## src/rtl/pipe_stage_reg.sv

```systemverilog
// Generic inter-stage pipeline register with valid/ready handshake, optional skid entry and flush.
// Latency: 1 cycle from in_fire to out_valid when empty; sustains 1 transfer/cycle.
// Backpressure: SKID=1 absorbs one beat behind a registered in_ready; SKID=0 has a combinational in_ready.
module pipe_stage_reg #(
  parameter int                DATA_W     = 64,
  parameter logic [DATA_W-1:0] BUBBLE_VAL = DATA_W'(64'h0000_0000_0000_0013),
  parameter bit                SKID       = 1'b1
) (
  input  logic              clk,
  input  logic              rst,
  input  logic              flush,
  input  logic              in_valid,
  output logic              in_ready,
  input  logic [DATA_W-1:0] in_data,
  output logic              out_valid,
  input  logic              out_ready,
  output logic [DATA_W-1:0] out_data,
  output logic [1:0]        count
);

  // State is the number of occupied entries; TWO is only reachable with a skid entry.
  typedef enum logic [1:0] {
    ST_EMPTY = 2'd0,
    ST_ONE   = 2'd1,
    ST_TWO   = 2'd2
  } state_t;

  state_t            r_state;
  state_t            w_nxt_state;
  logic [DATA_W-1:0] r_main;
  logic [DATA_W-1:0] w_nxt_main;
  logic [DATA_W-1:0] r_skid;
  logic [DATA_W-1:0] w_nxt_skid;
  logic              r_out_valid;
  logic              w_in_fire;
  logic              w_out_fire;

  assign w_in_fire  = in_valid & in_ready;
  assign w_out_fire = r_out_valid & out_ready;

  // Next-state and next-payload selection; flush overrides every transition.
  always_comb begin
    w_nxt_state = r_state;
    w_nxt_main  = r_main;
    w_nxt_skid  = r_skid;
    if (flush) begin
      w_nxt_state = ST_EMPTY;
      w_nxt_main  = BUBBLE_VAL;
      w_nxt_skid  = BUBBLE_VAL;
    end else begin
      case (r_state)
        ST_EMPTY: begin
          if (w_in_fire) begin
            w_nxt_state = ST_ONE;
            w_nxt_main  = in_data;
          end
        end
        ST_ONE: begin
          if (w_in_fire && w_out_fire) begin
            w_nxt_main = in_data;
          end else if (w_in_fire && SKID) begin
            // Downstream stalled: park the new beat behind the main entry.
            w_nxt_state = ST_TWO;
            w_nxt_skid  = in_data;
          end else if (w_out_fire) begin
            w_nxt_state = ST_EMPTY;
            w_nxt_main  = BUBBLE_VAL;
          end
        end
        ST_TWO: begin
          if (w_out_fire) begin
            w_nxt_state = ST_ONE;
            w_nxt_main  = r_skid;
            w_nxt_skid  = BUBBLE_VAL;
          end
        end
        default: begin
          w_nxt_state = ST_EMPTY;
          w_nxt_main  = BUBBLE_VAL;
          w_nxt_skid  = BUBBLE_VAL;
        end
      endcase
    end
  end

  // State and payload registers; reset drops every held entry and restores the bubble.
  always_ff @(posedge clk or posedge rst) begin
    if (rst) begin
      r_state     <= ST_EMPTY;
      r_main      <= BUBBLE_VAL;
      r_skid      <= BUBBLE_VAL;
      r_out_valid <= 1'b0;
    end else begin
      r_state     <= w_nxt_state;
      r_main      <= w_nxt_main;
      r_skid      <= w_nxt_skid;
      r_out_valid <= (w_nxt_state != ST_EMPTY);
    end
  end

  generate
    if (SKID) begin : g_skid
      logic r_in_ready;
      // Registered ready: low exactly while both entries are occupied.
      always_ff @(posedge clk or posedge rst) begin
        if (rst) begin
          r_in_ready <= 1'b1;
        end else begin
          r_in_ready <= (w_nxt_state != ST_TWO);
        end
      end
      assign in_ready = r_in_ready;
    end else begin : g_noskid
      // Single entry: accept when empty or when the held beat leaves this cycle.
      assign in_ready = ~r_out_valid | out_ready;
    end
  endgenerate

  assign out_valid = r_out_valid;
  assign out_data  = r_main;
  assign count     = r_state;

endmodule

```

## config.mk

```make
export PLATFORM = sky130hd
export DESIGN_NAME = pipe_stage_reg
export DESIGN_NICKNAME = d
export VERILOG_FILES = /design/src/rtl/pipe_stage_reg.sv
export SDC_FILE = /design/constraint.sdc
export NUM_CORES = 1
export LEC_CHECK = 0
export ABC_AREA = 1
export BUFFER_PORTS_ARGS = -buffer_cell sky130_fd_sc_hd__buf_2
export CAP_MARGIN = 20
export CORE_MARGIN = 3
export CORE_UTILIZATION = 58
export CTS_BUF_LIST = sky130_fd_sc_hd__clkbuf_8
export DETAILED_ROUTE_END_ITERATION = 10
export PLACE_DENSITY = 0.83
export SYNTH_ARGS = -nofsm -noshare
export SYNTH_HDL_FRONTEND = slang
export SYNTH_SLANG_ARGS = --single-unit
```

## constraint.sdc

```tcl
create_clock -name clk -period 5.3 [get_ports clk]
set_input_delay 1.06 -clock clk [delete_from_list [all_inputs] [get_ports clk]]
set_output_delay 1.06 -clock clk [all_outputs]
set_load 0.02 [all_outputs]
```

==> flow_summary.yaml <==
run_status:
  status: "finished, final reports clean"
power_and_ir_drop:
  peakVddDrop_mv: 0.181
  clockPowerShare_pct: 33.3
  combPwrFrac_pct: 22.0
  p_leak_nw: 4.46
  p_sw_share_pct: 32.4
  power.internal_w: 0.00178
  power_frac_seq_pct: 44.7
  p_sw_w: 0.000855
  power_density_mw_per_mm2: 330
critical_path:
  path_buf_inv: 2
  critPathCaptureType: "register"
  start_kind: "input port"
  cp_max_fo: 65
  arrival_ps: 3050
  crit_top_cell: "nand2_1"
  slowest_delay_ps: 610
  critPathTopFamily: "simple AND/OR/NAND/NOR gates"
  required_ps: 5630
  path_cells: "buf_2 -> nand2_1 -> nand2_1 -> nor2_1 -> nor2_4 -> buf_4 -> nand2_4 -> nand2_1 -> nand2_1"
  critPathKind: "input port to register"
  r2r_setup_slack_ps: 2670
  cp_slowest_cell: "nand2_4"
detailed_routing:
  post_drt_wl_per_cell_um: 14.6
  first_pass_iters: 5
  drtIter0Drc: 616
  ant_nets: 0
  wirelength_um: 17600
  viasPerCell: 5.49
  route.detailed.drc: 0
  vias: 6605
synthesis:
  ys.flop_type: "dfrtp_1"
  synth_fp_nets: 1017
  synthDistinctLibCells: 22
  synth_area_leaders: "dfrtp_1 45%, nand2_1 28%, nand3_1 9.4%, nand3b_1 6.5%, dfstp_2 2.6%"
  syn_area_per_cell_um2: 7.39
  synth-seq-area-share_pct: 47.3
  async_reset_ff_share_pct: 100
  syn_inst: 948
  yosys_warnings: 0
  ys_ff_latch: 132
  synthTopCellsByCount: "527 x nand2_1, 131 x nand3_1, 125 x dfrtp_1"
  synth_area_leader_cell: "dfrtp_1"
  synth_most_common_cell: "nand2_1"
  synth_top_area_share_pct: 44.7
  syn_area_mm2: 0.00700
  synth_edf_count: 0
placement:
  portBuffers: 136
  gp_congestion: 0.897
  dpl.hpwl_um: 9940
  preCtsSetupSlack_ps: 2180
timing:
  period_minus_slack_ps: 2730
  worstMarginPinSlew_ps: 868
  rsz0062_at_grt: "false"
  timing.final.crit_share_pct: 51.5
  fmax_mhz: 367
  fin_worst_skew_ps: 11.3
  slew_viol_final: 0
  setup_viol: 0
  relSlewSlack_pct: 42.2
  tns_ps: 0
  final-hold-violation-count: 0
  setup_ws_ps: 2570
cts:
  cts_tree: "done"
  ctsHoldBuffers: 0
  cts_sinks: 132
  cts_resized: 0
  clockBufferDepth: 2
  insertion_delay_ps: 440
  clk_pin_slew_ps: 80
  numCtsBuffers: 17
  cts-root-buf: "clkbuf_8"
  htree_levels: 4
  postCtsSetupBuffers: 0
floorplan:
  io_pins: 137
  die_area_mm2: 0.0134
  start_util_pct: 60.3
  fp.coreArea_mm2: 0.0116
  die_w_um: 116
  die_h_um: 116
  placementRows: 39
finish:
  multi_input_area_mm2: 0.00326
  drive_above_1_share_pct: 18.9
  area_growth_pct: 14.0
  nFillCells: 998
  regArea_mm2: 0.00331
  final_nets: 1116
global_route:
  grt_use_total_pct: 26.3
  grt_max_degree: 90
  grt-ovfl-total: 0
  grt_pass1_vias: 5934
  grt_pass1_wl_um: 28300
  grt_antenna_before_repair: 1
min_path:
  hold_path.class: "register to register"
job:
  cap_violations: 0
[logic make-up after synthesis]
| family | synth area share, % |
|---|---|
| compound gates | 0.357 |
| simple gates | 45.9 |
| flops | 47.3 |
| buf+inv | 6.41 |
[tightest hold or removal path: stages, from the launching register on]
cell and delay (ps):
dfstp_2 370, nand2_1 50, nand2_1 40
[layout by cell type (no fill, tap or decap), drive strengths merged]
cell type / synthesis / final
nand2: 532 / 532
bufinv: 0 / 3
dfstp: 7 / 7
dfrtp: 125 / 125
buf: 53 / 145
or2: 3 / 3
a21oi: 1 / 1
nor2: 8 / 8
clkbuf: 12 / 20
nand3b: 61 / 61
clkinv: 1 / 3
inv: 10 / 15
nand3: 131 / 131
clkinvlp: 0 / 2
diode: 0 / 1
o21ai: 4 / 4
[final cells by class]
class	instances	area share (%)
clock inverters	12	1.74
repair buffers	145	9.68
diodes	1	0.0313
well taps	143	2.24
multi-input cells	740	40.8
clock buffers	20	3.45
inverters	11	0.611
flip-flops and latches	132	41.5
[power by group through the flow]
| stage | Sequential (W) | Clock [W] | Combinational [W] |
|---|---|---|---|
| floorplan | 0.00127 | 0 | 0.000331 |
| global placement | 0.00119 | 0 | 0.000568 |
| detailed placement | 0.00119 | 0 | 0.000577 |
| CTS | 0.00118 | 0.000886 | 0.000579 |
| global route | 0.00119 | 0.000927 | 0.000642 |
| finish | 0.00118 | 0.000877 | 0.000580 |
[flip-flops by register name, indices dropped and copies added, names as in the netlist]
name and cells:
out_valid 1, r_skid 64, out_data 64, in_ready 1, count 2
[path summary, 6_finish.rpt]
kind	from	cells after the start	to
max in group asynchronous	rst	3	r_skid[28]$_DFFE_PP0P_
worst max-delay path	in_valid	9	r_skid[44]$_DFFE_PP0P_
worst max register to register	count[1]$_DFF_PP0_	8	r_skid[44]$_DFFE_PP0P_
worst min register to register	r_skid[1]$_DFFE_PP1P_	2	r_skid[1]$_DFFE_PP1P_
worst min-delay path	r_skid[1]$_DFFE_PP1P_	2	r_skid[1]$_DFFE_PP1P_
min in group asynchronous	rst	2	out_data[48]$_DFFE_PP0P_
[per-layer routing]
layer / part of all wire, % / GRT usage [%] / vias up
met2: 46 / 41.3 / 275
met4: 2.0 / 9.44 / 0
met1: 44 / 36.8 / 3108
met3: 7.4 / 4.86 / 29
met5: 0 / 0 / -
li1: - / - / 3193
[stage by stage]
step | instance area, um2 | utilization, % | hold WS [ps] | instances | total power, W
final | 7990 | 68.8 | 467 | 1204 | 0.00263
after detailed placement | 7530 | 64.8 | 456 | 1169 | 0.00177
after global routing | 7990 | 68.8 | 485 | 1204 | 0.00276
after CTS | 7940 | 68.4 | 468 | 1201 | 0.00264
after floorplan | 7000 | - | 441 | 948 | 0.00160
after global placement | 7530 | 64.8 | 451 | 1169 | 0.00176
Note: power is estimated with default switching activity, not from simulation.
